## src/rtl/hazard_pkg.sv

```systemverilog
// Purpose: shared types and constants for the RV32I hazard/sequencing unit.
// Latency: n/a (types, constants and a combinational helper only).
// Backpressure: n/a.
package hazard_pkg;

  // E-stage operand source select
  typedef enum logic [1:0] {
    FWD_RF = 2'b00,
    FWD_W  = 2'b01,
    FWD_M  = 2'b10
  } fwd_sel_e;

  // Data-memory sequencing state
  typedef enum logic [1:0] {
    RUN     = 2'b00,
    WAIT    = 2'b01,
    TIMEOUT = 2'b10
  } haz_state_e;

  localparam logic [1:0] RESULT_SRC_LOAD = 2'b01;

  // True when a destination register really produces the named source; x0 never matches
  function automatic logic reg_match(input logic [4:0] rd, input logic [4:0] rs);
    return (rd != 5'd0) && (rd == rs);
  endfunction

endpackage

```

## src/rtl/forward_unit.sv

```systemverilog
// Purpose: pick the freshest in-flight producer of one E-stage source operand.
// Latency: purely combinational, zero cycles.
// Backpressure: none; always produces a select.
module forward_unit
  import hazard_pkg::*;
(
  input  logic [4:0] rs_e,
  input  logic [4:0] rd_m,
  input  logic       reg_write_m,
  input  logic [4:0] rd_w,
  input  logic       reg_write_w,
  output fwd_sel_e   fwd_sel
);

  // M holds the younger result, so it wins over W
  always_comb begin
    fwd_sel = FWD_RF;
    if (reg_write_m && reg_match(rd_m, rs_e)) begin
      fwd_sel = FWD_M;
    end else if (reg_write_w && reg_match(rd_w, rs_e)) begin
      fwd_sel = FWD_W;
    end
  end

endmodule

```

## src/rtl/hazard_controller.sv

```systemverilog
// Purpose: 5-stage pipeline stall/flush/forward control with dmem wait-state sequencing and timeout.
// Latency: all outputs combinational from inputs and current state (zero cycles); state updates on clk.
// Backpressure: a dmem not-ready freezes every stage; HAZARD_PERF_CNT_EN adds event counters.
module hazard_controller
  import hazard_pkg::*;
#(
  parameter int unsigned MAX_WAIT = 255
) (
  input  logic       clk,
  input  logic       rst_n,
  input  logic [4:0] rs1_d,
  input  logic [4:0] rs2_d,
  input  logic [4:0] rs1_e,
  input  logic [4:0] rs2_e,
  input  logic [4:0] rd_e,
  input  logic [1:0] result_src_e,
  input  logic [4:0] rd_m,
  input  logic [4:0] rd_w,
  input  logic       reg_write_m,
  input  logic       reg_write_w,
  input  logic       pc_src_e,
  input  logic       mem_access_m,
  input  logic       dmem_ready,
  output logic       stall_f,
  output logic       stall_d,
  output logic       stall_e,
  output logic       stall_m,
  output logic       stall_w,
  output logic       flush_d,
  output logic       flush_e,
  output logic [1:0] fwd_a_e,
  output logic [1:0] fwd_b_e,
  output logic       mem_timeout
`ifdef HAZARD_PERF_CNT_EN
  ,
  output logic [31:0] perf_load_stall,
  output logic [31:0] perf_flush,
  output logic [31:0] perf_mem_wait
`endif
);

  localparam int WAIT_W = $clog2(MAX_WAIT + 1);

  haz_state_e        state_q, state_d;
  logic [WAIT_W-1:0] wait_cnt_q, wait_cnt_d;
  logic              freeze;
  logic              load_use;
  fwd_sel_e          fwd_a, fwd_b;

  forward_unit u_fwd_a (
    .rs_e        (rs1_e),
    .rd_m        (rd_m),
    .reg_write_m (reg_write_m),
    .rd_w        (rd_w),
    .reg_write_w (reg_write_w),
    .fwd_sel     (fwd_a)
  );

  forward_unit u_fwd_b (
    .rs_e        (rs2_e),
    .rd_m        (rd_m),
    .reg_write_m (reg_write_m),
    .rd_w        (rd_w),
    .reg_write_w (reg_write_w),
    .fwd_sel     (fwd_b)
  );

  // Pipeline registers reset themselves, so forwarding is forced to the regfile during reset
  assign fwd_a_e     = rst_n ? fwd_a : FWD_RF;
  assign fwd_b_e     = rst_n ? fwd_b : FWD_RF;
  assign mem_timeout = rst_n && (state_q == TIMEOUT);

  assign load_use = (result_src_e == RESULT_SRC_LOAD) &&
                    (reg_match(rd_e, rs1_d) || reg_match(rd_e, rs2_d));

  // State and wait-counter register
  always_ff @(posedge clk) begin
    if (!rst_n) begin
      state_q    <= RUN;
      wait_cnt_q <= '0;
    end else begin
      state_q    <= state_d;
      wait_cnt_q <= wait_cnt_d;
    end
  end

  // Next state plus stall/flush decode; freeze beats control flush beats load-use
  always_comb begin
    state_d    = state_q;
    wait_cnt_d = wait_cnt_q;
    freeze     = 1'b0;
    stall_f    = 1'b0;
    stall_d    = 1'b0;
    stall_e    = 1'b0;
    stall_m    = 1'b0;
    stall_w    = 1'b0;
    flush_d    = 1'b0;
    flush_e    = 1'b0;

    case (state_q)
      RUN: begin
        if (mem_access_m && !dmem_ready) begin
          freeze     = 1'b1;
          state_d    = WAIT;
          wait_cnt_d = WAIT_W'(1);
        end
      end
      WAIT: begin
        if (dmem_ready) begin
          // Release cycle: pipeline moves and normal hazard rules apply
          state_d    = RUN;
          wait_cnt_d = '0;
        end else begin
          freeze = 1'b1;
          if (wait_cnt_q == WAIT_W'(MAX_WAIT)) begin
            state_d = TIMEOUT;
          end else begin
            wait_cnt_d = wait_cnt_q + WAIT_W'(1);
          end
        end
      end
      TIMEOUT: begin
        freeze = 1'b1;
      end
      default: begin
        state_d    = RUN;
        wait_cnt_d = '0;
      end
    endcase

    if (freeze) begin
      // A branch resolved in E stays put and flushes once the freeze lifts
      stall_f = 1'b1;
      stall_d = 1'b1;
      stall_e = 1'b1;
      stall_m = 1'b1;
      stall_w = 1'b1;
    end else if (pc_src_e) begin
      // Wrong-path instructions in F/D and D/E are discarded; a load-use stall would be moot
      flush_d = 1'b1;
      flush_e = 1'b1;
    end else if (load_use) begin
      // Hold the consumer in D for one cycle and send a bubble into E
      stall_f = 1'b1;
      stall_d = 1'b1;
      flush_e = 1'b1;
    end

    if (!rst_n) begin
      stall_f = 1'b0;
      stall_d = 1'b0;
      stall_e = 1'b0;
      stall_m = 1'b0;
      stall_w = 1'b0;
      flush_d = 1'b0;
      flush_e = 1'b0;
    end
  end

`ifdef HAZARD_PERF_CNT_EN
  logic [31:0] perf_load_stall_q;
  logic [31:0] perf_flush_q;
  logic [31:0] perf_mem_wait_q;

  // Event counters: stall_e is only raised by a freeze, flush_d only by a taken branch/jump
  always_ff @(posedge clk) begin
    if (!rst_n) begin
      perf_load_stall_q <= '0;
      perf_flush_q      <= '0;
      perf_mem_wait_q   <= '0;
    end else begin
      if (stall_d && !stall_e) perf_load_stall_q <= perf_load_stall_q + 32'd1;
      if (flush_d)             perf_flush_q      <= perf_flush_q + 32'd1;
      if (freeze)              perf_mem_wait_q   <= perf_mem_wait_q + 32'd1;
    end
  end

  assign perf_load_stall = perf_load_stall_q;
  assign perf_flush      = perf_flush_q;
  assign perf_mem_wait   = perf_mem_wait_q;
`endif

endmodule

```

## config.mk

```make
export PLATFORM = sky130hd
export DESIGN_NAME = hazard_controller
export DESIGN_NICKNAME = d
export VERILOG_FILES = /design/src/rtl/hazard_pkg.sv /design/src/rtl/forward_unit.sv /design/src/rtl/hazard_controller.sv
export SDC_FILE = /design/constraint.sdc
export NUM_CORES = 1
export LEC_CHECK = 0
export BUFFER_PORTS_ARGS = -buffer_cell sky130_fd_sc_hd__buf_2
export CAP_MARGIN = 15
export CELL_PAD_IN_SITES_DETAIL_PLACEMENT = 0
export CELL_PAD_IN_SITES_GLOBAL_PLACEMENT = 1
export CORE_UTILIZATION = 27
export DETAILED_ROUTE_END_ITERATION = 12
export PLACE_DENSITY_LB_ADDON = 0.1
export SLEW_MARGIN = 20
export SYNTH_ARGS = -nofsm -noshare
export SYNTH_HDL_FRONTEND = slang
export SYNTH_SLANG_ARGS = --single-unit
```

## constraint.sdc

```tcl
create_clock -name clk -period 1.4 [get_ports clk]
set_input_delay 0.14 -clock clk [delete_from_list [all_inputs] [get_ports clk]]
set_output_delay 0.14 -clock clk [all_outputs]
set_load 0.01 [all_outputs]
```

# Word level (Yosys, flattened, before mapping)
# Index checks and enable logic that the tools add are counted.
[totals] register_bits=10 input_bits=44
[op_classes] n_addsub=1 mux=29 n_eq_ne=13 n_reduce_logical=21 n_bitwise=1
[ops] operator="$eq 5x5->1" n=6
[ops] operator="$mux 8" n=3
[ops] operator="$pmux 8 s3" n=1
[ops] operator="$mux 1" n=16
[ops] operator="$reduce_bool 5->1" n=3
[ops] operator="$mux 2" n=7
[ops] operator="$logic_and 1x1->1" n=13
[ops] operator="$add 8x1->8 const B" n=1
[ops] operator="$eq 8x8->1 const B" n=1
[ops] operator="$ne 3x3->1 const B" n=2
[ops] operator="$pmux 2 s3" n=1
[ops] operator="$reduce_and 3->1" n=2
[ops] operator="$eq 2x1->1 const B" n=2
[ops] operator="$pmux 1 s3" n=1
[ops] operator="$eq 2x2->1 const B" n=1
[ops] operator="$logic_not 2->1" n=1
[ops] operator="$ne 2x2->1 const B" n=1
[ops] operator="$logic_not 1->1" n=1
[ops] operator="$logic_or 1x1->1" n=1
[ops] operator="$not 1->1" n=1

# Depth between registers and ports, before layout
# Gate-level depths: netlist of the first run.
[depth] ltp_word=8 mapped_depth=5 mapped_depth_nobuf=5

# Cells and area by module
# Synthesis of the first run repeated with hierarchy kept, for this count alone.
[unflattened] hier_cells=139 hier_area_um2=1083.5
[modules_own_cells] mod="hazard_controller" area_each_um2=780.7 n_inst=1 cells_each=99
[modules_own_cells] mod="forward_unit" area_each_um2=151.4 n_inst=2 cells_each=20

# Least setup slack after synthesis of the first run
# No wires, ideal clock.
[synth_path] kind="reg2out" from="register state_q[0]" to="output port flush_e" n_path_buf=0 slack_ps=-150 arrival_time_ps=1410 stages_incl_launch_ff=5 required_time_ps=1260 path_cell_list="dfxtp_1 > or2_1 > a21o_1 > or4_1 > o21bai_1"
[synth_via] elab_chain_len=4 word_cells_on_any_way=6 classes_between="eq/ne: 2; mux: 3; reduce/logical: 1"
[synth_rtl] element="start, declared" line_no="hazard_controller.sv:44" source="haz_state_e state_q, state_d;"
[synth_rtl] element="start signal, assigned" line_no="hazard_controller.sv:82" source="state_q <= state_d;"
[synth_rtl] element="$eq 2x2->1 (tied with other cells)" line_no="hazard_controller.sv:100" source="case (state_q)"
[synth_rtl] element="$pmux 1 s3 (*)" line_no="hazard_controller.sv:100"
[synth_rtl] element="$mux 1 (*)" line_no="hazard_controller.sv:131" source="if (freeze) begin"
[synth_rtl] element="$mux 1 (*)" line_no="hazard_controller.sv:149" source="if (!rst_n) begin"
[synth_rtl] element="end, declared" line_no="hazard_controller.sv:30" source="output logic flush_e,"
# Every way passes the cells marked *; elsewhere a longest branch is shown, timed or not.

# Final worst setup path of the first run
# Same ends and word-level chain as after synthesis.

==> results_dict.tcl, run 1 <==
set metrics [dict create \
    cp-end-kind "primary output" \
    synth.distinct_cells 36 \
    clk_pin_slew_ps 70 \
    violations "negative setup slack" \
    clock_skew_ps 4.71 \
    required_ps 1260 \
    ys_seq_elements 10 \
    cp-start-kind "flop" \
    setup_viol 11 \
    avgRoutedWirePerCell_microns 12.2 \
    cp.arrival_ps 1750 \
    internal_power_uw 585 \
    cap_violations 0 \
    period_share 1.35 \
    p_comb_frac 0.422 \
    yosys_most_used_dff "dfxtp_1" \
    tightest_slew_ps 401 \
    mostFrequentLayoutCells "43 x buf_2, 24 x buf_4, 23 x xor2_1" \
    clkPwrFrac 0.235 \
    power_uw 846 \
    power_switching_uw 261 \
    via_per_inst 4.80 \
    synth_area_sq_um 980 \
    die_w_microns 62.2 \
    grt_pass1_vias 1205 \
    routabilityCongestion 0.743 \
    pin_count 56 \
    synth-seq-area-share 0.204 \
    hold-worst-slack_ps 287 \
    mostFrequentLayoutCell "buf_2" \
    run_status "complete, but fails checks" \
    port_buffers 55 \
    htree_levels 1 \
    grt-ovfl-total 0 \
    clock_latency_ps 260 \
    max-vdd-ir-drop_uv 310 \
    avgSynthCellArea_sq_um 7.65 \
    period_needed_ps 1890 \
    firstDrtPassIters 4 \
    cp_max_fo 2 \
    critical-path-slowest-cell "or4_4" \
    postRouteAntennaNets 0 \
    yosysWarnings 0 \
    switching_share 0.308 \
    ctsHoldBuffers 0 \
    p_per_area_nw_per_um2 476 \
    drt_iter0_markers 44 \
    critPathTopFamily "simple AND/OR/NAND/NOR gates" \
    area_growth_pct 81.4 \
    max_stage_delay_ps 510 \
    num-nets-final 258 \
    cts_buffer_depth 2 \
    cp.buffers_inverters 1 \
    p_leak_uw 0.000776 \
    timing.fmax_mhz 530 \
    cp_cell_sequence "or2_1 > a21o_1 > or4_4 > o21bai_2 > buf_2" \
    layout.cells.non_filler 257 \
    cts.sinks 10 \
    fp.dieArea_sq_um 3870 \
    setup_slack_ps -488 \
    track_usage 0.156 \
    die_h_microns 62.2 \
    drive_above_1_share 0.536 \
    synth_cells 128 \
    dp.final_hpwl_mm 2.27 \
    rsz0062_at_grt "yes" \
    fin_area_sq_um 1780 \
    finalHoldViolCount 0 \
    vias 1233 \
    clockRootBuffer "clkbuf_4" \
    hold_class "in2reg" \
    grt_antenna_before_repair 0 \
    dp_slack_ps -238 \
    routed_wl_mm 3.14 \
    drc 0 \
    maxSlewViolCount 0 \
    cts_tree "done" \
    placed_area_sq_um 1430 \
    grt_max_degree 12 \
    synthArstFlopShare 0 \
    relSlewSlack 0.732 \
    syn-num-nets 173 \
    crit_type "reg2out" \
    rows 21 \
    grt_pass1_wl_mm 4.98 \
    antennaDiodeCount 0 \
    fillers 335 \
    core-area_sq_um 3420 \
    synth-edff-count 0 \
    start_util 0.287 \
    cts_made_buffers 3 \
    seqPwrFrac 0.343 \
    place_inst 243 \
]
## path summary, 6_finish.rpt
| kind | start | end | slack [ps] | depth (start not counted) |
|---|---|---|---|---|
| worst max-delay path | state_q[0] | flush_e | -490 | 5 |
| worst min-delay path | dmem_ready | state_q[0] | 290 | 5 |
| worst max register to register | state_q[0] | wait_cnt_q[5] | 20 | 6 |
| worst min register to register | wait_cnt_q[2] | wait_cnt_q[2] | 540 | 2 |
## power by group through the flow
stage / logic [uW] / registers [uW] / clock network, uW
6_report: 357 / 290 / 199
5_1_grt: 387 / 290 / 235
4_1_cts: 313 / 291 / 211
3_5_place_dp: 275 / 298 / 0
3_3_place_gp: 271 / 298 / 0
2_1_floorplan: 125 / 298 / 0
## kinds of logic after synthesis
kind of cell,share of synthesized area
flops,0.204
compound gates,0.140
xor+xnor,0.277
mux,0.0102
simple gates,0.321
buf+inv,0.0345
fa+ha+maj,0.0128
## metrics by stage
stage,setup TNS (ps),util
after detailed placement,-637,0.419
after global placement,-563,0.419
final,-2850,0.520
after CTS,-2680,0.466
after floorplan,-208,-
after global routing,-3440,0.520
## what timing repair did
item	4_1_cts	5_1_grt
pin swaps	11	14
buffers inserted	5	7
gates resized for setup	20	35
endpoints found under the setup margin	12	21
## sequential cells by signal, indices dropped and copies added (netlist names)
register / cells
wait_cnt_q: 8
state_q: 2
## synthesized netlist by cell type (all sizes together), types with 2 or more instances
cell type / n / area [sq um]
nand2: 7 / 26.3
buf: 3 / 22.5
xnor2: 8 / 70.1
dfxtp: 10 / 200
xor2: 23 / 201
nor4: 3 / 25.0
or4: 6 / 45.0
nor2: 13 / 48.8
clkbuf: 2 / 7.51
nor2b: 2 / 12.5
o21ai: 4 / 23.8
o21bai: 3 / 22.5
nand4: 2 / 12.5
nand3: 7 / 35.0
and2: 6 / 37.5
nor3: 6 / 30.0
a21oi: 7 / 35.0
or3: 2 / 12.5
## layer usage
layer | global-route usage | wire, microns | share of wire | up-vias
li1 | - | - | - | 619
met1 | 0.153 | 1200 | 0.38 | 572
met2 | 0.315 | 1740 | 0.55 | 38
met3 | 0.0460 | 163 | 0.052 | 4
met4 | 0.0320 | 31 | 0.0099 | 0
met5 | 0 | 0 | 0 | -
## final cells by class
cell class                      count  area (sq um)  share of cell area
Multi-Input combinational cell    112           878               0.494
Timing Repair Buffer               85           606               0.341
Sequential cell                    10           209               0.118
Tap cell                           46          57.6              0.0324
Clock buffer                        3          22.5              0.0127
Inverter                            1          3.75             0.00211
## worst register-to-register path: stages (launching register included)
cell and delay (ps):
dfxtp_2 330, buf_4 110, buf_8 110, nand4_1 120, o21bai_4 210, or3_4 330
a21oi_2 120
(Power assumes the default switching activity.)
==> run 2: changes to the inputs <==
- PLACE_DENSITY: unset -> 0.73
- PLACE_DENSITY_LB_ADDON: 0.1 -> unset
- SLEW_MARGIN: 20 -> 10
==> results_dict.tcl, run 2 (synthesis gave the netlist of run 1 again) <==
set metrics [dict create \
    grt_antenna_before_repair 0 \
    relSlewSlack 0.783 \
    rows 21 \
    drc 0 \
    die_w_microns 62.2 \
    period_needed_ps 1900 \
    p_per_area_nw_per_um2 513 \
    required_ps 1260 \
    mostFrequentLayoutCells "49 x buf_2, 28 x buf_4, 23 x xor2_1" \
    violations "negative setup slack" \
    cts_tree "done" \
    core-area_sq_um 3420 \
    p_leak_uw 0.000767 \
    ctsHoldBuffers 0 \
    cts_made_buffers 3 \
    hold_class "in2reg" \
    maxSlewViolCount 0 \
    setup_slack_ps -497 \
    run_status "complete, but fails checks" \
    timing.fmax_mhz 527 \
    cap_violations 0 \
    cp-start-kind "flop" \
    grt_max_degree 11 \
    clock_latency_ps 270 \
    vias 1221 \
    cp_max_fo 3 \
    cp.arrival_ps 1760 \
    htree_levels 1 \
    setup_viol 11 \
    cts_buffer_depth 2 \
    routabilityCongestion 0.788 \
    max-vdd-ir-drop_uv 229 \
    postRouteAntennaNets 0 \
    power_uw 885 \
    grt_pass1_wl_mm 4.89 \
    placed_area_sq_um 1480 \
    largest_reg_flops 8 \
    finalHoldViolCount 0 \
    clockRootBuffer "clkbuf_4" \
    fp.dieArea_sq_um 3870 \
    drt_iter0_markers 56 \
    cts.sinks 10 \
    post-route-util 0.505 \
    clk_pin_slew_ps 70 \
    top_regs "wait_cnt_q: 8 flops, state_q: 2 flops" \
    track_usage 0.152 \
    mostFrequentLayoutCell "buf_2" \
    die_h_microns 62.2 \
    drive_above_1_share 0.528 \
    num-nets-final 260 \
    start_util 0.287 \
    dp_slack_ps -218 \
    crit_type "reg2out" \
    cp-end-kind "primary output" \
    top_register "wait_cnt_q" \
    dp.final_hpwl_mm 2.29 \
    port_buffers 55 \
    routed_wl_mm 2.86 \
    avgRoutedWirePerCell_microns 11.0 \
    pin_count 56 \
    period_share 1.35 \
    clock_skew_ps 11.0 \
    tightest_slew_ps 325 \
    via_per_inst 4.70 \
    antennaDiodeCount 0 \
    rsz0062_at_grt "yes" \
    fin_area_sq_um 1730 \
    grt-ovfl-total 0 \
    area_growth_pct 76.1 \
    hold-worst-slack_ps 305 \
    grt_pass1_vias 1195 \
    firstDrtPassIters 4 \
]
run 2: per-layer routing:
metal | GRT usage | vias up | share of wire
li1 | - | 624 | -
met1 | 0.175 | 555 | 0.41
met2 | 0.283 | 38 | 0.53
met3 | 0.0294 | 4 | 0.046
met4 | 0.0378 | 0 | 0.018
met5 | 0 | - | 0
run 2: final timing paths:
path | startpoint | end | slack (ps) | cells past startpoint
worst max-delay path | state_q[0] | flush_e | -500 | 5
worst min-delay path | dmem_ready | state_q[0] | 300 | 5
worst max register to register | wait_cnt_q[0] | wait_cnt_q[1] | 20 | 5
worst min register to register | wait_cnt_q[5] | wait_cnt_q[5] | 500 | 2
run 2: what timing repair did:
| item | in CTS | in global routing |
|---|---|---|
| buffers inserted | 3 | 5 |
| resized for setup | 16 | 20 |
| pin swaps | 8 | 11 |
| endpoints found under the hold margin | 0 | 0 |
| endpoints found under the setup margin | 12 | 19 |
| gates cloned | 0 | 0 |
run 2: where the power goes:
part	internal (uW)	leakage [uW]	switching (uW)
sequential	288	0.0000824	4.40
combinational	184	0.000664	149
clock	158	0.0000210	101
run 2: final cells by class:
cell class              instances  area (sq um)
flip-flops and latches         10           206
clock buffers                   4          36.3
inverters                       1          3.75
fillers                       354          1690
repair buffers                 87           568
well taps                      46          57.6
multi-input cells             112           853
run 2: critical path: stages, from the launching register on:
cell	delay (ps)
dfxtp_2	330
or2_1	220
a21o_1	180
or4_4	510
o21bai_2	110
buf_2	140
run 2: stage by stage:
stage	cells	setup TNS [ps]
6_report	260	-2590
3_3_place_gp	249	-566
5_1_grt	260	-3450
2_1_floorplan	128	-208
4_1_cts	256	-2490
3_5_place_dp	249	-645
==> run 3: changes to the inputs <==
- SETUP_SLACK_MARGIN: unset -> 0.5
==> results_dict.tcl, run 3 (synthesis gave the netlist of run 1 again) <==
set metrics [dict create \
    clk_pin_slew_ps 70 \
    internal_power_uw 653 \
    clock_skew_ps 9.01 \
    seqPwrFrac 0.308 \
    postRouteAntennaNets 0 \
    num-nets-final 268 \
    setup_slack_ps -529 \
    die_w_microns 62.2 \
    drt_iter0_markers 45 \
    die_h_microns 62.2 \
    required_ps 1260 \
    routed_wl_mm 3.28 \
    regToRegSetupSlack_ps -10 \
    cp.arrival_ps 1790 \
    setup_viol 13 \
    port_buffers 55 \
    grt_pass1_wl_mm 5.56 \
    p_comb_frac 0.402 \
    pin_count 56 \
    rsz0062_at_grt "yes" \
    area_growth_pct 100 \
    clockRootBuffer "clkbuf_4" \
    cp-end-kind "primary output" \
    track_usage 0.175 \
    grt_pass1_vias 1304 \
    timing.fmax_mhz 518 \
    crit_type "reg2out" \
    finalHoldViolCount 0 \
    maxSlewViolCount 0 \
    relSlewSlack 0.736 \
    cp_max_fo 2 \
    rows 21 \
    fp.dieArea_sq_um 3870 \
    cts_tree "done" \
    dp.final_hpwl_mm 2.44 \
    grt_max_degree 11 \
    cts.sinks 10 \
    max-vdd-ir-drop_uv 262 \
    htree_levels 1 \
    violations "negative setup slack" \
    top_register "wait_cnt_q" \
    fin_area_sq_um 1960 \
    run_status "complete, but fails checks" \
    grt_antenna_before_repair 0 \
    cts_buffer_depth 2 \
    top_regs "wait_cnt_q: 8 flops, state_q: 2 flops" \
    placed_area_sq_um 1560 \
    drc 0 \
    switching_share 0.306 \
    clock_latency_ps 280 \
    vias 1282 \
    core-area_sq_um 3420 \
    place_inst 245 \
    drive_above_1_share 0.626 \
    routabilityCongestion 0.803 \
    firstDrtPassIters 4 \
    period_share 1.38 \
    hold_class "in2reg" \
    via_per_inst 4.78 \
    dp_slack_ps -251 \
    tightest_slew_ps 396 \
    start_util 0.287 \
    period_needed_ps 1930 \
    cp-start-kind "flop" \
    power_switching_uw 288 \
    cap_violations 0 \
    cts_made_buffers 3 \
    grt-ovfl-total 0 \
    mostFrequentLayoutCells "44 x buf_2, 31 x buf_4, 23 x xor2_1" \
    layout.cells.non_filler 268 \
    p_per_area_nw_per_um2 480 \
    ctsHoldBuffers 0 \
    mostFrequentLayoutCell "buf_2" \
    antennaDiodeCount 0 \
    fillers 319 \
    clkPwrFrac 0.289 \
    hold-worst-slack_ps 310 \
    avgRoutedWirePerCell_microns 12.2 \
    largest_reg_flops 8 \
    p_leak_uw 0.000842 \
]
[run 3: cell types whose count changed in the layout (fill, tap and decap cells not counted), moves of 2 or more]
cell / before / now
nor4_2: 2 / 0
dfxtp_1: 7 / 3
buf_6: 10 / 19
buf_2: 49 / 44
nor2_4: 2 / 5
buf_4: 28 / 31
dfxtp_2: 2 / 5
or4_1: 4 / 2
or4_4: 2 / 4
a21oi_1: 7 / 4
nor4_4: 1 / 3
a21oi_2: 0 / 2
nor3_1: 5 / 3
[run 3: final timing paths]
check | to | from | cells after the start
hold / removal | state_q[0] | dmem_ready | 5
setup reg to reg | wait_cnt_q[5] | state_q[0] | 6
setup / recovery | flush_e | state_q[0] | 5
hold reg to reg | wait_cnt_q[5] | wait_cnt_q[5] | 2
[run 3: layout make-up]
type,instances,area [sq um],area share
repair buffers,94,667,0.340
multi-input cells,113,982,0.501
well taps,46,57.6,0.0294
flip-flops and latches,10,214,0.109
clock buffers,4,36.3,0.0185
inverters,1,3.75,0.00191
[run 3: through the flow]
step / utilization / setup TNS, ps / power [uW]
global placement: 0.457 / -661 / 598
detailed placement: 0.457 / -760 / 607
CTS: 0.548 / -2560 / 926
finish: 0.574 / -3190 / 941
global route: 0.574 / -3960 / 996
floorplan: - / -158 / 448
[run 3: power groups by stage]
stage	logic [uW]	clock network [uW]	registers (uW)
floorplan	148	0	300
global placement	298	0	300
detailed placement	306	0	301
CTS	361	275	290
global route	412	294	291
finish	379	272	290
[run 3: layer usage]
| metal | wire length [microns] | part of all wire | up-vias | GRT usage |
|---|---|---|---|---|
| li1 | - | - | 638 | - |
| met1 | 1270 | 0.39 | 599 | 0.177 |
| met2 | 1840 | 0.56 | 41 | 0.364 |
| met3 | 149 | 0.045 | 4 | 0.0349 |
| met4 | 22 | 0.0067 | 0 | 0.0320 |
| met5 | 0 | 0 | - | 0 |
[run 3: critical path: stages (launching register included)]
cell and delay, ps:
dfxtp_2 320, or2_1 220, a21o_1 210, or4_4 510, o21bai_2 110, buf_2 140
[run 3: what timing repair did]
item | 4_1_cts | 5_1_grt
setup buffers | 12 | 6
gates resized for setup | 38 | 10
pin swaps | 19 | 15
endpoints found under the setup margin | 22 | 22
gates cloned | 1 | 0
